--- config.mk ---
export PLATFORM = sky130hd
export DESIGN_NAME = dmem_arbiter_flat
export DESIGN_NICKNAME = d
export VERILOG_FILES = /design/src/rtl/dmem_arbiter_if.sv /design/src/rtl/dmem_arbiter.sv /design/src/flat_wrapper.sv
export SDC_FILE = /design/constraint.sdc
export NUM_CORES = 1
export LEC_CHECK = 0
export BUFFER_PORTS_ARGS = -buffer_cell sky130_fd_sc_hd__buf_2
export CAP_MARGIN = 30
export CORE_AREA = 2 2 132 134
export CTS_BUF_LIST = sky130_fd_sc_hd__clkbuf_16
export CTS_CLUSTER_SIZE = 40
export DETAILED_ROUTE_END_ITERATION = 8
export DIE_AREA = 0 0 134 136
export PLACE_DENSITY_LB_ADDON = 0.25
export SETUP_SLACK_MARGIN = 0.05
export SLEW_MARGIN = 20
export SYNTH_ARGS = -nofsm -noshare
export SYNTH_HDL_FRONTEND = slang
export SYNTH_SLANG_ARGS = --single-unit
--- constraint.sdc ---
create_clock -name clk -period 4.51 [get_ports clk]
set_input_delay 0 -clock clk [delete_from_list [all_inputs] [get_ports clk]]
set_output_delay 0 -clock clk [all_outputs]
set_load 0.01 [all_outputs]
--- src/rtl/dmem_arbiter_if.sv ---
// Signal bundle between the two requesters, the arbiter and the data memory.
// The slave modport is the arbiter's view; master is the requester/memory side.
interface dmem_arbiter_if;
  logic        req_a;
  logic        req_b;
  logic        we_a;
  logic        we_b;
  logic [31:0] addr_a;
  logic [31:0] addr_b;
  logic [31:0] wdata_a;
  logic [31:0] wdata_b;
  logic        gnt_a;
  logic        gnt_b;
  logic        rvalid_a;
  logic        rvalid_b;
  logic [31:0] rdata_a;
  logic [31:0] rdata_b;
  logic        err_a;
  logic        err_b;
  logic        busy;
  logic        mem_write;
  logic        mem_read;
  logic [31:0] write_address;
  logic [31:0] read_address;
  logic [31:0] write_data;
  logic [31:0] read_data;

  modport slave (
    input  req_a, req_b, we_a, we_b, addr_a, addr_b, wdata_a, wdata_b, read_data,
    output gnt_a, gnt_b, rvalid_a, rvalid_b, rdata_a, rdata_b, err_a, err_b, busy,
           mem_write, mem_read, write_address, read_address, write_data
  );

  modport master (
    output req_a, req_b, we_a, we_b, addr_a, addr_b, wdata_a, wdata_b, read_data,
    input  gnt_a, gnt_b, rvalid_a, rvalid_b, rdata_a, rdata_b, err_a, err_b, busy,
           mem_write, mem_read, write_address, read_address, write_data
  );
endinterface

--- src/rtl/dmem_arbiter.sv ---
// Round-robin arbiter/sequencer sharing one single-port data memory between
// requester A (CPU) and requester B (debug/DMA), with address range checking.
module dmem_arbiter #(
  parameter int DEPTH = 32
) (
  input logic           clk,
  input logic           rst,
  dmem_arbiter_if.slave bus
);
  localparam logic [31:0] DEPTH_W = 32'(DEPTH);

  typedef enum logic [1:0] {IDLE, ACCESS, RESP} state_t;

  state_t      state, state_next;
  logic        prio, prio_next;
  logic        sel_b, sel_b_next;
  logic        op_we, op_we_next;
  logic        op_err, op_err_next;
  logic [31:0] wa_q, wa_next;
  logic [31:0] wd_q, wd_next;
  logic [31:0] ra_q, ra_next;
  logic [31:0] rda_q, rda_next;
  logic [31:0] rdb_q, rdb_next;

  logic        win_b;
  logic        win_we;
  logic        win_err;
  logic [31:0] win_addr;
  logic [31:0] win_wdata;

  // prio = 1 hands the tie to B; a lone requester always wins
  assign win_b     = (bus.req_a && bus.req_b) ? prio : bus.req_b;
  assign win_we    = win_b ? bus.we_b    : bus.we_a;
  assign win_addr  = win_b ? bus.addr_b  : bus.addr_a;
  assign win_wdata = win_b ? bus.wdata_b : bus.wdata_a;
  assign win_err   = (win_addr >= DEPTH_W);

  always_ff @(posedge clk or negedge rst) begin
    if (!rst) begin
      state  <= IDLE;
      prio   <= 1'b0;
      sel_b  <= 1'b0;
      op_we  <= 1'b0;
      op_err <= 1'b0;
      wa_q   <= '0;
      wd_q   <= '0;
      ra_q   <= '0;
      rda_q  <= '0;
      rdb_q  <= '0;
    end else begin
      state  <= state_next;
      prio   <= prio_next;
      sel_b  <= sel_b_next;
      op_we  <= op_we_next;
      op_err <= op_err_next;
      wa_q   <= wa_next;
      wd_q   <= wd_next;
      ra_q   <= ra_next;
      rda_q  <= rda_next;
      rdb_q  <= rdb_next;
    end
  end

  always_comb begin
    state_next  = state;
    prio_next   = prio;
    sel_b_next  = sel_b;
    op_we_next  = op_we;
    op_err_next = op_err;
    wa_next     = wa_q;
    wd_next     = wd_q;
    ra_next     = ra_q;
    rda_next    = rda_q;
    rdb_next    = rdb_q;
    case (state)
      IDLE: begin
        if (bus.req_a || bus.req_b) begin
          state_next  = ACCESS;
          prio_next   = !win_b;
          sel_b_next  = win_b;
          op_we_next  = win_we;
          op_err_next = win_err;
          // Memory address/data outputs only move for accesses that will strobe
          if (!win_err) begin
            if (win_we) begin
              wa_next = win_addr;
              wd_next = win_wdata;
            end else begin
              ra_next = win_addr;
            end
          end
        end
      end
      ACCESS: begin
        if (op_we) begin
          state_next = IDLE;
        end else begin
          state_next = RESP;
          // read_data was refreshed by the memory on the falling edge of this cycle
          if (sel_b) begin
            rdb_next = op_err ? '0 : bus.read_data;
          end else begin
            rda_next = op_err ? '0 : bus.read_data;
          end
        end
      end
      RESP: begin
        state_next = IDLE;
      end
      default: begin
        state_next = IDLE;
      end
    endcase
  end

  // Output pulses decode registered state only, so req never reaches gnt combinationally
  assign bus.gnt_a         = (state == ACCESS) && !sel_b;
  assign bus.gnt_b         = (state == ACCESS) &&  sel_b;
  assign bus.rvalid_a      = (state == RESP)   && !sel_b;
  assign bus.rvalid_b      = (state == RESP)   &&  sel_b;
  assign bus.err_a         = !sel_b && op_err && (((state == ACCESS) && op_we) || (state == RESP));
  assign bus.err_b         =  sel_b && op_err && (((state == ACCESS) && op_we) || (state == RESP));
  assign bus.busy          = (state != IDLE);
  assign bus.mem_write     = (state == ACCESS) &&  op_we && !op_err;
  assign bus.mem_read      = (state == ACCESS) && !op_we && !op_err;
  assign bus.write_address = wa_q;
  assign bus.write_data    = wd_q;
  assign bus.read_address  = ra_q;
  assign bus.rdata_a       = rda_q;
  assign bus.rdata_b       = rdb_q;
endmodule
--- src/flat_wrapper.sv ---
// flat-port wrapper written by rule: the top's interface ports become plain ports
module dmem_arbiter_flat 
#(
  parameter int DEPTH = 32
)
  (clk, rst, bus_req_a, bus_req_b, bus_we_a, bus_we_b, bus_addr_a, bus_addr_b, bus_wdata_a, bus_wdata_b, bus_read_data, bus_gnt_a, bus_gnt_b, bus_rvalid_a, bus_rvalid_b, bus_rdata_a, bus_rdata_b, bus_err_a, bus_err_b, bus_busy, bus_mem_write, bus_mem_read, bus_write_address, bus_read_address, bus_write_data);
  dmem_arbiter_if bus_i ();
  input logic clk;
  input logic rst;
  input wire logic [$bits(bus_i.req_a)-1:0] bus_req_a;
  input wire logic [$bits(bus_i.req_b)-1:0] bus_req_b;
  input wire logic [$bits(bus_i.we_a)-1:0] bus_we_a;
  input wire logic [$bits(bus_i.we_b)-1:0] bus_we_b;
  input wire logic [$bits(bus_i.addr_a)-1:0] bus_addr_a;
  input wire logic [$bits(bus_i.addr_b)-1:0] bus_addr_b;
  input wire logic [$bits(bus_i.wdata_a)-1:0] bus_wdata_a;
  input wire logic [$bits(bus_i.wdata_b)-1:0] bus_wdata_b;
  input wire logic [$bits(bus_i.read_data)-1:0] bus_read_data;
  output wire logic [$bits(bus_i.gnt_a)-1:0] bus_gnt_a;
  output wire logic [$bits(bus_i.gnt_b)-1:0] bus_gnt_b;
  output wire logic [$bits(bus_i.rvalid_a)-1:0] bus_rvalid_a;
  output wire logic [$bits(bus_i.rvalid_b)-1:0] bus_rvalid_b;
  output wire logic [$bits(bus_i.rdata_a)-1:0] bus_rdata_a;
  output wire logic [$bits(bus_i.rdata_b)-1:0] bus_rdata_b;
  output wire logic [$bits(bus_i.err_a)-1:0] bus_err_a;
  output wire logic [$bits(bus_i.err_b)-1:0] bus_err_b;
  output wire logic [$bits(bus_i.busy)-1:0] bus_busy;
  output wire logic [$bits(bus_i.mem_write)-1:0] bus_mem_write;
  output wire logic [$bits(bus_i.mem_read)-1:0] bus_mem_read;
  output wire logic [$bits(bus_i.write_address)-1:0] bus_write_address;
  output wire logic [$bits(bus_i.read_address)-1:0] bus_read_address;
  output wire logic [$bits(bus_i.write_data)-1:0] bus_write_data;
  assign bus_i.req_a = bus_req_a;
  assign bus_i.req_b = bus_req_b;
  assign bus_i.we_a = bus_we_a;
  assign bus_i.we_b = bus_we_b;
  assign bus_i.addr_a = bus_addr_a;
  assign bus_i.addr_b = bus_addr_b;
  assign bus_i.wdata_a = bus_wdata_a;
  assign bus_i.wdata_b = bus_wdata_b;
  assign bus_i.read_data = bus_read_data;
  assign bus_gnt_a = bus_i.gnt_a;
  assign bus_gnt_b = bus_i.gnt_b;
  assign bus_rvalid_a = bus_i.rvalid_a;
  assign bus_rvalid_b = bus_i.rvalid_b;
  assign bus_rdata_a = bus_i.rdata_a;
  assign bus_rdata_b = bus_i.rdata_b;
  assign bus_err_a = bus_i.err_a;
  assign bus_err_b = bus_i.err_b;
  assign bus_busy = bus_i.busy;
  assign bus_mem_write = bus_i.mem_write;
  assign bus_mem_read = bus_i.mem_read;
  assign bus_write_address = bus_i.write_address;
  assign bus_read_address = bus_i.read_address;
  assign bus_write_data = bus_i.write_data;
  dmem_arbiter #(.DEPTH(DEPTH)) u_core (.clk(clk), .rst(rst), .bus(bus_i));
endmodule
==> out/qor.yml <==
logic_synthesis:
  synth_edf_count: 0
  yosysTopAreaCellShare_pct: 63.07
  synthTopCellsByArea: "dfrtp_1 (63%), mux2_2 (14%), nor2b_1 (5.2%), o21ai_0 (4.9%), nand2_1 (3.9%)"
  syn_inst: 540
  ys_warn_count: 0
  synth.lib_cells_used.distinct: 26
  synth-seq-area-share_pct: 63.07
  synth_area_leader_cell: "dfrtp_1"
  yosys_register_bits: 166
  syn_nets: 706
  synth_async_sr_flop_share_pct: 100.0
  synth_top_flop_cell: "dfrtp_1"
  synth_common_cells: "dfrtp_1 (166), mux2_2 (79), nand2_1 (68)"
  syn_area_per_cell_um2: 12.20
  synth_most_common_cell: "dfrtp_1"
  synth_area_um2: 6586
placed_design:
  dp_hpwl_um: 13160
  dp_cells: 1081
  gp_congestion: 0.8380
  port_buffers: 334
floorplan:
  pin_count: 335
  core_area_um2: 16880
  rows: 48
  dieArea_um2: 18220
  fp.dieH_um: 136
  die_x_um: 134
  start_util_pct: 39.03
setup_path:
  critPathRequiredTime_ps: 4800
  cp_slowest_cell: "buf_4"
  timing.rr.start: "u_core.prio$_DFFE_PN0P_"
  criticalPathCategory: "reg2reg"
  max_stage_delay_ps: 530
  cp_cell_sequence: "o21ai_4, buf_4, o31a_1, nor3_4, buf_4, mux2_2"
  cp_common_cell: "buf_4"
  critPathBufInv: 2
  endpoint_kind: "flip-flop"
  r2r-end: "u_core.bus.write_data[15]$_DFFE_PN0P_"
  critPathLaunchType: "flip-flop"
  crit_family: "buffers and inverters"
  reg2reg_setup_slack_ps: 1670
  rr_worst_depth: 6
  crit_fanout: 40
  crit_arrival_ps: 3130
layout:
  antenna_cells: 0
  final_nets: 1150
  area_delta_synth_final_pct: 54.62
  drive_above_1_share_pct: 45.74
  layout.cells.non_filler: 1222
sta:
  slew_violations: 0
  rsz0062_at_grt: "no"
  fin_setup_tns_ps: 0
  max_slew_margin_pct: 46.86
  final.setup_skew_ps: 10.59
  worstMarginPinSlew_ps: 797.1
  hold_ws_ps: 34.68
  min_period_over_period_pct: 62.94
  finalSetupViolations: 0
  fmax_ghz: 0.3523
  period_needed_ps: 2839
  finalHoldViolations: 0
min_path:
  hold_depth: 3
  hp-class: "in2reg"
  whs_endpoint: "u_core.bus.write_data[1]$_DFFE_PN0P_"
  holdCritStartpoint: "bus_wdata_a[1]"
grt:
  grt_max_degree: 88
  grt_pass1_wl_um: 30730
  grt_overflow: 0
  track_usage_pct: 21.83
  grt_pass1_vias: 5814
  antenna_found_initial: 1
clocking:
  cts_buffers: 17
  cts.sinks: 166
  cts_setup_buffers: 0
  clk_latency_ps: 410
  clockRootBuffer: "clkbuf_16"
  cts_tree: "done"
  cts_buffer_depth: 2
  cts.repair.resized: 0
  cts.htree.levels: 4
  clkTransAtPathRegs_ps: 70
routing:
  drtAntennaViolNets: 0
  drc: 0
  first_pass_iters: 4
  num_vias: 5607
  wl_per_cell_um: 15.92
  first_iter_violations: 269
  drt-total-wl_um: 19460
  viasPerCell: 4.588
pwr:
  peakVddDrop_v: 0.0002337
  pwr-share-comb_pct: 23.9
  total_leakage_power_uw: 0.005528
  switching_share_pct: 30.38
  p_sw_uw: 1276
  power.density_nw_per_um2: 412.4
  power_frac_seq_pct: 43.6
  clkPwrFrac_pct: 32.5
  p_int_uw: 2924
flow_run:
  maxCapViolCount: 0
run_status:
  outcome: "complete, no violations"
-- area by class of cell --
type / instances / area [um2]
timing repair buffer: 453 / 2864
tap: 225 / 281.5
clock buffer: 17 / 425.4
inverter: 4 / 15.01
fill: 1409 / 6693
clock inverter: 15 / 131.4
sequential: 166 / 4154
multi-input combinational: 342 / 2312
-- per-stage QoR --
stage | utilization (%) | area (um2) | setup WS [ps] | total power (uW)
2_1_floorplan | - | 6586 | 2445 | 2296
4_1_cts | 60.34 | 10180 | 1663 | 4233
3_5_place_dp | 50.58 | 8536 | 1688 | 2741
6_report | 60.34 | 10180 | 1671 | 4200
3_3_place_gp | 50.42 | 8508 | 1736 | 2726
5_1_grt | 60.34 | 10180 | 1498 | 4445
-- worst register-to-register path, cell delays in order, from the launching register on --
cell and delay [ps]:
dfrtp_1 410, o21ai_4 120, buf_4 300, o31a_1 450, nor3_4 490, buf_4 530, mux2_2 430
-- per-layer routing --
metal	GRT usage, %	wire (um)	vias to the layer above
met5	0	13	-
met4	8.333	487	2
met3	6.972	1420	45
met2	34.62	9133	219
met1	28.06	8404	2640
li1	-	-	2701
-- power groups by stage --
stage                     clock network, uW  registers [uW]  logic (uW)
final                                  1370            1830        1000
after global placement                    0            1850         879
after global routing                   1470            1860        1120
after CTS                              1400            1830        1000
after detailed placement                  0            1850         886
after floorplan                           0            1940         354
-- what timing repair did --
item	4_1_cts	5_1_grt
setup endpoints to repair	0	0
hold endpoints to repair	193	0
hold buffers	109	0
-- sequential cells by signal, indices dropped and copies added, names as in the netlist --
signal,cells
u_core.bus.read_address,32
u_core.prio,1
u_core.op_err,1
u_core.bus.write_address,32
u_core.state,2
u_core.bus.rdata_a,32
u_core.sel_b,1
u_core.op_we,1
u_core.bus.write_data,32
u_core.bus.rdata_b,32
-- placed cells by master (no fill, tap or decap), drive strengths merged --
master       Yosys  layout
a211oi           1       1
o21ai           66      66
nand4            3       3
o22a             1       1
clkbuf          21      17
mux2            81      81
nor2            10      10
o31a             1       1
nand2b          33      33
nor4            12      12
bufinv           0       1
nor3             4       4
clkinv           0       2
and2             2       2
nor2b           55      55
a21oi            1       1
clkinvlp         0       6
inv              4      10
dlygate4sd3      0     109
mux2i            2       2
dfrtp          166     166
nand2           68      68
nor4b            1       1
nor3b            1       1
buf              7     344
-- worst max path at each step --
stage	from	end	slack (ps)	cells past startpoint
global route	u_core.prio$_DFFE_PN0P_	u_core.bus.write_data[3]$_DFFE_PN0P_	1500	6
finish	u_core.prio$_DFFE_PN0P_	u_core.bus.write_data[15]$_DFFE_PN0P_	1670	6
floorplan	u_core.prio$_DFFE_PN0P_	u_core.bus.read_address[2]$_DFFE_PN0P_	2440	5
CTS	u_core.prio$_DFFE_PN0P_	u_core.bus.write_data[0]$_DFFE_PN0P_	1660	6
detailed placement	u_core.prio$_DFFE_PN0P_	u_core.bus.write_data[0]$_DFFE_PN0P_	1690	6
global placement	u_core.prio$_DFFE_PN0P_	u_core.bus.write_data[0]$_DFFE_PN0P_	1740	6
-- cells by family (layout without fill, tap and decap cells) --
group	Yosys count	after routing	synth area share, %
compound gates	70	70	5.471
buf+inv	32	489	2.090
flops	166	166	63.07
mux	83	83	14.15
simple gates	189	189	15.22
(Power assumes the default switching activity.)
